===== config.mk =====
export PLATFORM = sky130hd
export DESIGN_NAME = crc_16_lfsr
export DESIGN_NICKNAME = d
export VERILOG_FILES = /design/src/rtl/usb_crc_pkg.sv /design/src/rtl/crc_16_lfsr.sv
export SDC_FILE = /design/constraint.sdc
export NUM_CORES = 1
export LEC_CHECK = 0
export BUFFER_PORTS_ARGS = -buffer_cell sky130_fd_sc_hd__buf_4
export CORE_ASPECT_RATIO = 1.5
export CORE_MARGIN = 3
export CORE_UTILIZATION = 38
export CTS_CLUSTER_SIZE = 14
export DETAILED_ROUTE_END_ITERATION = 6
export SLEW_MARGIN = 20
export SYNTH_ARGS = -nofsm -noshare
export SYNTH_HDL_FRONTEND = slang
export SYNTH_SLANG_ARGS = --single-unit

===== constraint.sdc =====
create_clock -name clk -period 2.2 [get_ports clk]
set_input_delay 0.22 -clock clk [delete_from_list [all_inputs] [get_ports clk]]
set_output_delay 0.22 -clock clk [all_outputs]
set_load 0.03 [all_outputs]

===== src/rtl/usb_crc_pkg.sv =====
// usb_crc_pkg
// Shared definitions for the USB CRC16 generator/checker pair:
//   CRC16_POLY / CRC16_INIT / CRC16_RESIDUE  - polynomial, seed and good-packet residue
//   crc_chk_state_t                          - checker FSM state encoding
//   crc16_next(crc, din)                     - one serial LFSR step (wire-order bit in)
package usb_crc_pkg;

  localparam logic [15:0] CRC16_POLY    = 16'h8005;
  localparam logic [15:0] CRC16_INIT    = 16'hFFFF;
  localparam logic [15:0] CRC16_RESIDUE = 16'h800D;

  typedef enum logic [1:0] {
    IDLE  = 2'd0,
    ACCUM = 2'd1,
    CHECK = 2'd2
  } crc_chk_state_t;

  function automatic logic [15:0] crc16_next(input logic [15:0] crc, input logic din);
    logic fb;
    fb = din ^ crc[15];
    return {crc[14:0], 1'b0} ^ (fb ? CRC16_POLY : 16'h0000);
  endfunction

endpackage


===== src/rtl/crc_16_lfsr.sv =====
// crc_16_lfsr
// Serial USB CRC16 shift register, shared by the generator and the checker.
// Ports:
//   clk, n_rst  clock / asynchronous active-low reset (reset value = INIT)
//   init        reload INIT; if en is also high the bit is folded into INIT
//   en          data is a valid bit this cycle
//   data        serial bit in wire order
//   crc[15:0]   current register contents
module crc_16_lfsr
  import usb_crc_pkg::*;
#(
  parameter logic [15:0] INIT = CRC16_INIT
) (
  input  logic        clk,
  input  logic        n_rst,
  input  logic        init,
  input  logic        en,
  input  logic        data,
  output logic [15:0] crc
);

  always_ff @(posedge clk or negedge n_rst) begin
    if (!n_rst) begin
      crc <= INIT;
    end else if (init) begin
      // a bit arriving with init is bit 0 of the new packet
      crc <= en ? crc16_next(INIT, data) : INIT;
    end else if (en) begin
      crc <= crc16_next(crc, data);
    end
  end

endmodule


; ---- Word level (Yosys, flattened, before mapping)
; Cells that the tools add are included.
[classes]
addsub = 0
n_mul = 0
div = 0
magnitude_cmp = 0
n_eq_ne = 0
shift = 0
muxes = 5
n_bitwise = 3
n_reduce_logical = 1
[ops]
columns = cell, count
row1 = 2-to-1 mux 16 bit, 5
row2 = XOR 16 bit, 1
row3 = NOT 15 bit, 1
row4 = nonzero test 2 bit, 1
row5 = XOR 1 bit, 1
[totals]
reg_bits = 16
latch_bits = 0
mem_bits_rw = 0
romBits = 0
inputBits = 5
output_inout_bits = 16
wordCells = 10
mem_count = 0

; ---- Longest topological paths before layout
[logic_depth]
depth_word = 5
mapped_depth = 4
ltp_nobuf = 3

; ---- Worst setup path after synthesis
; Ideal clock, no wire load.
[synth_timing]
path_type = register to register
start = register crc[15]
end = register crc[2]
setup_ns = 0.084
arrival_ns = 1.114
required_time_ns = 2.116
path_slack_ns = 1.003
path_stages_with_launch = 4
n_path_buf = 0
period_less_slack_ns = 1.197
path_cell_list = dfstp_2 xnor2_1 nor2_1 o32a_1
[synth_via]
elab_chain_cells = 5
[synth_rtl]
columns = item, line_no
row1 = "start, declared", crc_16_lfsr.sv:19  ; output logic [15:0] crc
row2 = "start signal, assigned", crc_16_lfsr.sv:27  ; crc <= en ? crc16_next(INIT, data) : INIT;
row3 = "start signal, assigned", crc_16_lfsr.sv:29  ; crc <= crc16_next(crc, data);
row4 = XOR 1 bit, usb_crc_pkg.sv:20  ; fb = din ^ crc[15];
row5 = 2-to-1 mux 16 bit, usb_crc_pkg.sv:21  ; return {crc[14:0], 1'b0} ^ (fb ? CRC16_POLY : 16'h0000);
row6 = XOR 16 bit, usb_crc_pkg.sv:21
row7 = 2-to-1 mux 16 bit, crc_16_lfsr.sv:28  ; end else if (en) begin
row8 = 2-to-1 mux 16 bit, crc_16_lfsr.sv:25  ; end else if (init) begin
; No other way between the ends. The select of a mux whose other input is x is not followed.
; A chain may end at the register's enable or synchronous reset.

; ---- Final worst setup path
[layout_timing]
start = register crc[15]
end = output crc[15]
; No word-level cell between the ends.

==> flow_results.org <==
** Clock network
- For this design, the CTS-stage hold fixing added 0 buffers.
- H-tree depth reported by CTS :: 1
- TritonCTS created 3 clock buffers.
- Number of gates given a new drive strength after cts :: 0
- After clock tree synthesis, the clock-pin slew on the worst setup and hold paths is 0.09 ns.
- Setup fix buffers added after clock tree synthesis :: 0
- Clock tree from TritonCTS :: yes
- Root cell of the clock tree :: sky130_fd_sc_hd__clkbuf_4
- Max clock buf depth :: 2
- Number of sinks handled by clock tree synthesis :: 16
- Clock latency on the worst-skew pair, taken at its later pin, is 0.28 ns.

** Placement
- Number of port buffers :: 20
- Post-detailed-placement cell area :: 908 sq um
- Worst-case setup slack after placement :: 1.03 ns
- After legalization and detailed placement, the total HPWL measured around 990 um.
- Routability congestion estimate from global placement :: 0.747

** Routing
- Across all layers, the routed design uses 544 vias.
- DR pass1 iterations :: 3
- After detailed routing, the number of remaining DRC violations is 0.
- DR vias/cell :: 5.23
- Dividing the detail-routed wire length by the instance count gives between 10 and 15 um.
- Once detail routing completed, the nets flagged for antenna violations numbered 0.
- 1st-iter DRT viols :: 12
- Total wire length after detailed routing :: 1460 um

** Timing
- Transition time at the pin with the least slew margin :: 0.279 ns
- Setup violations remaining at the end of the flow were counted as 0.
- In the finished design, the share of the clock period the worst path needs comes to 0.570.
- Number of slew-limit violations in the final report :: 0
- Measured against its own limit, the worst slew margin works out to 0.813.
- Setup repair after global routing missed its margin :: no
- Worst setup slack after layout :: about 0.95 ns
- Total Neg Setup Slack :: 0 ns
- The count of final hold-check violations is 7.
- Timing would allow up to 797 MHz.
- On the final layout, the worst clock skew is between 0.003 and 0.004 ns.
- The routed design could run at a clock period as short as 1.25 ns.
- Hold timing on the final database bottoms out at a slack of -0.00489 ns.

** Worst setup path
- Category of the worst setup path launch point :: register
- Critical path cell sequence :: buf_4
- CP peak stage delay :: 0.58 ns
- Capturing element type of the critical path :: output port
- Buf/Inv on CP :: 1
- Among cell families on the critical path, the largest total delay comes from flip-flops.
- Setup Crit Path Kind :: reg2out
- Maximum net fanout on the critical path :: 5
- At the worst endpoint, the required time is 1.98 ns.
- For the worst setup path, the data arrival time is 1.03 ns.
- Among all stages on the critical path, the largest delay is contributed by sky130_fd_sc_hd__dfstp_2.

** Global routing
- The number of global-route vias before repair is 506.
- Global-route usage over all layers :: 0.125
- The initial antenna violation count was 0.
- The first global-routing pass estimated about 2400 um of wire.
- Entering global routing, the biggest net connects 31 pins.
- Global routing finished with a remaining overflow of 0.

** Synthesis
- Synthesized netlist cell count :: 64
- sky130_fd_sc_hd__dfstp_2 takes more of the synthesized area than any other cell.
- Among all cell types in the netlist, the one instantiated most often is sky130_fd_sc_hd__dfstp_2.
- In this run the cell area of the synthesized design comes to 759 sq um.
- In the synthesized netlist the async set-or-reset flop fraction comes to 1.00.
- In this run, distinct cell masters in the synthesized netlist total 18.
- By count the netlist is led by sky130_fd_sc_hd__dfstp_2, sky130_fd_sc_hd__a211o_1, sky130_fd_sc_hd__nor2b_1, sky130_fd_sc_hd__buf_2, sky130_fd_sc_hd__nor2_1.
- The number of nets in the synthesized netlist is 69.
- For this run, the register share of the synthesized area comes to 0.554.
- Synth area leaders :: sky130_fd_sc_hd__dfstp_2, sky130_fd_sc_hd__a211o_1, sky130_fd_sc_hd__nor2b_1, sky130_fd_sc_hd__buf_2, sky130_fd_sc_hd__and2_1
- Dividing the synthesized area by the synthesized cell count gives 11.9 sq um.
- The Yosys step of the flow raised 0 warnings.
- Post-synth EDFFs :: 0
- Portion of synthesized cell area occupied by the leading cell type :: 0.554
- Most common flop cell mapped by yosys :: sky130_fd_sc_hd__dfstp_2
- Number of synthesized register bits :: 16

** Status
- The final reports fail on negative hold slack.
- Status :: finished, violations left

** Pwr
- Net switching power :: 0.000199 W
- Combinational group share of total power :: 0.226
- Of the total power, the share spent switching nets is 0.284.
- Total design power :: 0.000699 W
- Peak supply drop :: 0.403 mV
- Clock network fraction of total power :: 0.269
- Leakage :: ~0.4 nW
- Power per Cell Area :: approximately 740 mW/mm^2
- Cell internal power was estimated by the tool at 0.000501 W.
- Relative contribution of sequential cells to total power :: 0.505

** Final layout
- Number of flip-flops under the largest register name :: 16
- Number of antenna cells inserted :: 0
- Largest registers :: crc: 16 flops
- The filler cells instantiated in the layout total 182.
- The finished cells cover 945 sq um.
- The area growth from synthesis to layout is 24.4%.
- In the final design database the tool counted approximately 90 nets.
- Layout cells sized above 1 :: 0.482
- The register with the most flip-flops in the final layout is crc.

** Floorplan
- FP Rows :: 19
- 21 I/O pins were placed.
- Horizontal die dimension :: ~43 um
- Standard cell core area :: 0.00185 sq mm
- Effective utilization at floorplan :: 0.410
- The die covers approximately 0.0026 sq mm.
- Measured along the y axis, the die boundary spans 60.8 um.

** Job
- Max cap viols :: 0

** Worst hold path
- The path class of the tightest hold or removal check is in2async.
## power by group through the flow
stage               sequential, W  combinational [W]  clock (W)
floorplan                0.000403          0.0000602          0
global placement         0.000357           0.000158          0
detailed placement       0.000358           0.000160          0
CTS                      0.000354           0.000161   0.000199
global route             0.000358           0.000171   0.000211
finish                   0.000353           0.000158   0.000188
## metal layers
metal | track usage | vias to the layer above | share of wire
met4 | 0.0800 | 0 | 0.012
li1 | - | 267 | -
met2 | 0.203 | 11 | 0.50
met1 | 0.154 | 264 | 0.44
met5 | 0 | - | 0
met3 | 0.0237 | 2 | 0.045
## final cells by class
type,instances,area (sq um),area share
well taps,21,26.3,0.0278
inverters,1,3.75,0.00397
flip-flops and latches,16,420,0.445
clock buffers,4,36.3,0.0384
multi-input cells,42,308,0.326
repair buffers,20,150,0.159
## cells in the final DEF (no fill, tap or decap)
master                     count
sky130_fd_sc_hd__or2b_1        1
sky130_fd_sc_hd__a211o_1      13
sky130_fd_sc_hd__o22a_1        2
sky130_fd_sc_hd__xor2_1        1
sky130_fd_sc_hd__clkbuf_8      1
sky130_fd_sc_hd__mux2i_1       1
sky130_fd_sc_hd__a21boi_1      1
sky130_fd_sc_hd__nor2b_1      10
sky130_fd_sc_hd__inv_1         1
sky130_fd_sc_hd__clkbuf_4      3
sky130_fd_sc_hd__buf_4        20
sky130_fd_sc_hd__o32a_1        1
sky130_fd_sc_hd__nor3b_1       2
sky130_fd_sc_hd__dfstp_2      16
sky130_fd_sc_hd__and2_1        3
sky130_fd_sc_hd__xnor2_1       1
sky130_fd_sc_hd__nand2_1       1
sky130_fd_sc_hd__a311oi_1      1
sky130_fd_sc_hd__nor2_1        4
## cell families (layout without fill, tap and decap cells)
kind of cell / after synthesis / count (layout) / synth area share
xor+xnor: 2 / 2 / 0.0231
buf+inv: 6 / 25 / 0.0412
simple gates: 21 / 21 / 0.161
mux: 1 / 1 / 0.0132
compound gates: 18 / 18 / 0.208
flops: 16 / 16 / 0.554
## through the flow
step | instances | util | hold slack (ns)
5_1_grt | 104 | 0.509 | 0.00281
3_5_place_dp | 100 | 0.490 | 0.316
2_1_floorplan | 64 | - | 0.0722
3_3_place_gp | 100 | 0.490 | 0.315
6_report | 104 | 0.509 | -0.00489
4_1_cts | 104 | 0.509 | 0.000292
## worst paths after layout
kind | start | endpoint | slack [ns] | cells after the start
max in group asynchronous | n_rst | crc[7]$_DFFE_PN1P_ | 2.18 | 1
min in group clk | data | crc[2]$_DFFE_PN1P_ | 0.25 | 2
hold / removal | n_rst | crc[14]$_DFFE_PN1P_ | -0.005 | 1
hold reg to reg | crc[5]$_DFFE_PN1P_ | crc[6]$_DFFE_PN1P_ | 0.62 | 1
setup reg to reg | crc[14]$_DFFE_PN1P_ | crc[15]$_DFFE_PN1P_ | 0.99 | 3
setup / recovery | crc[15]$_DFFE_PN1P_ | crc[15] | 0.95 | 1
(Power assumes the default switching activity.)
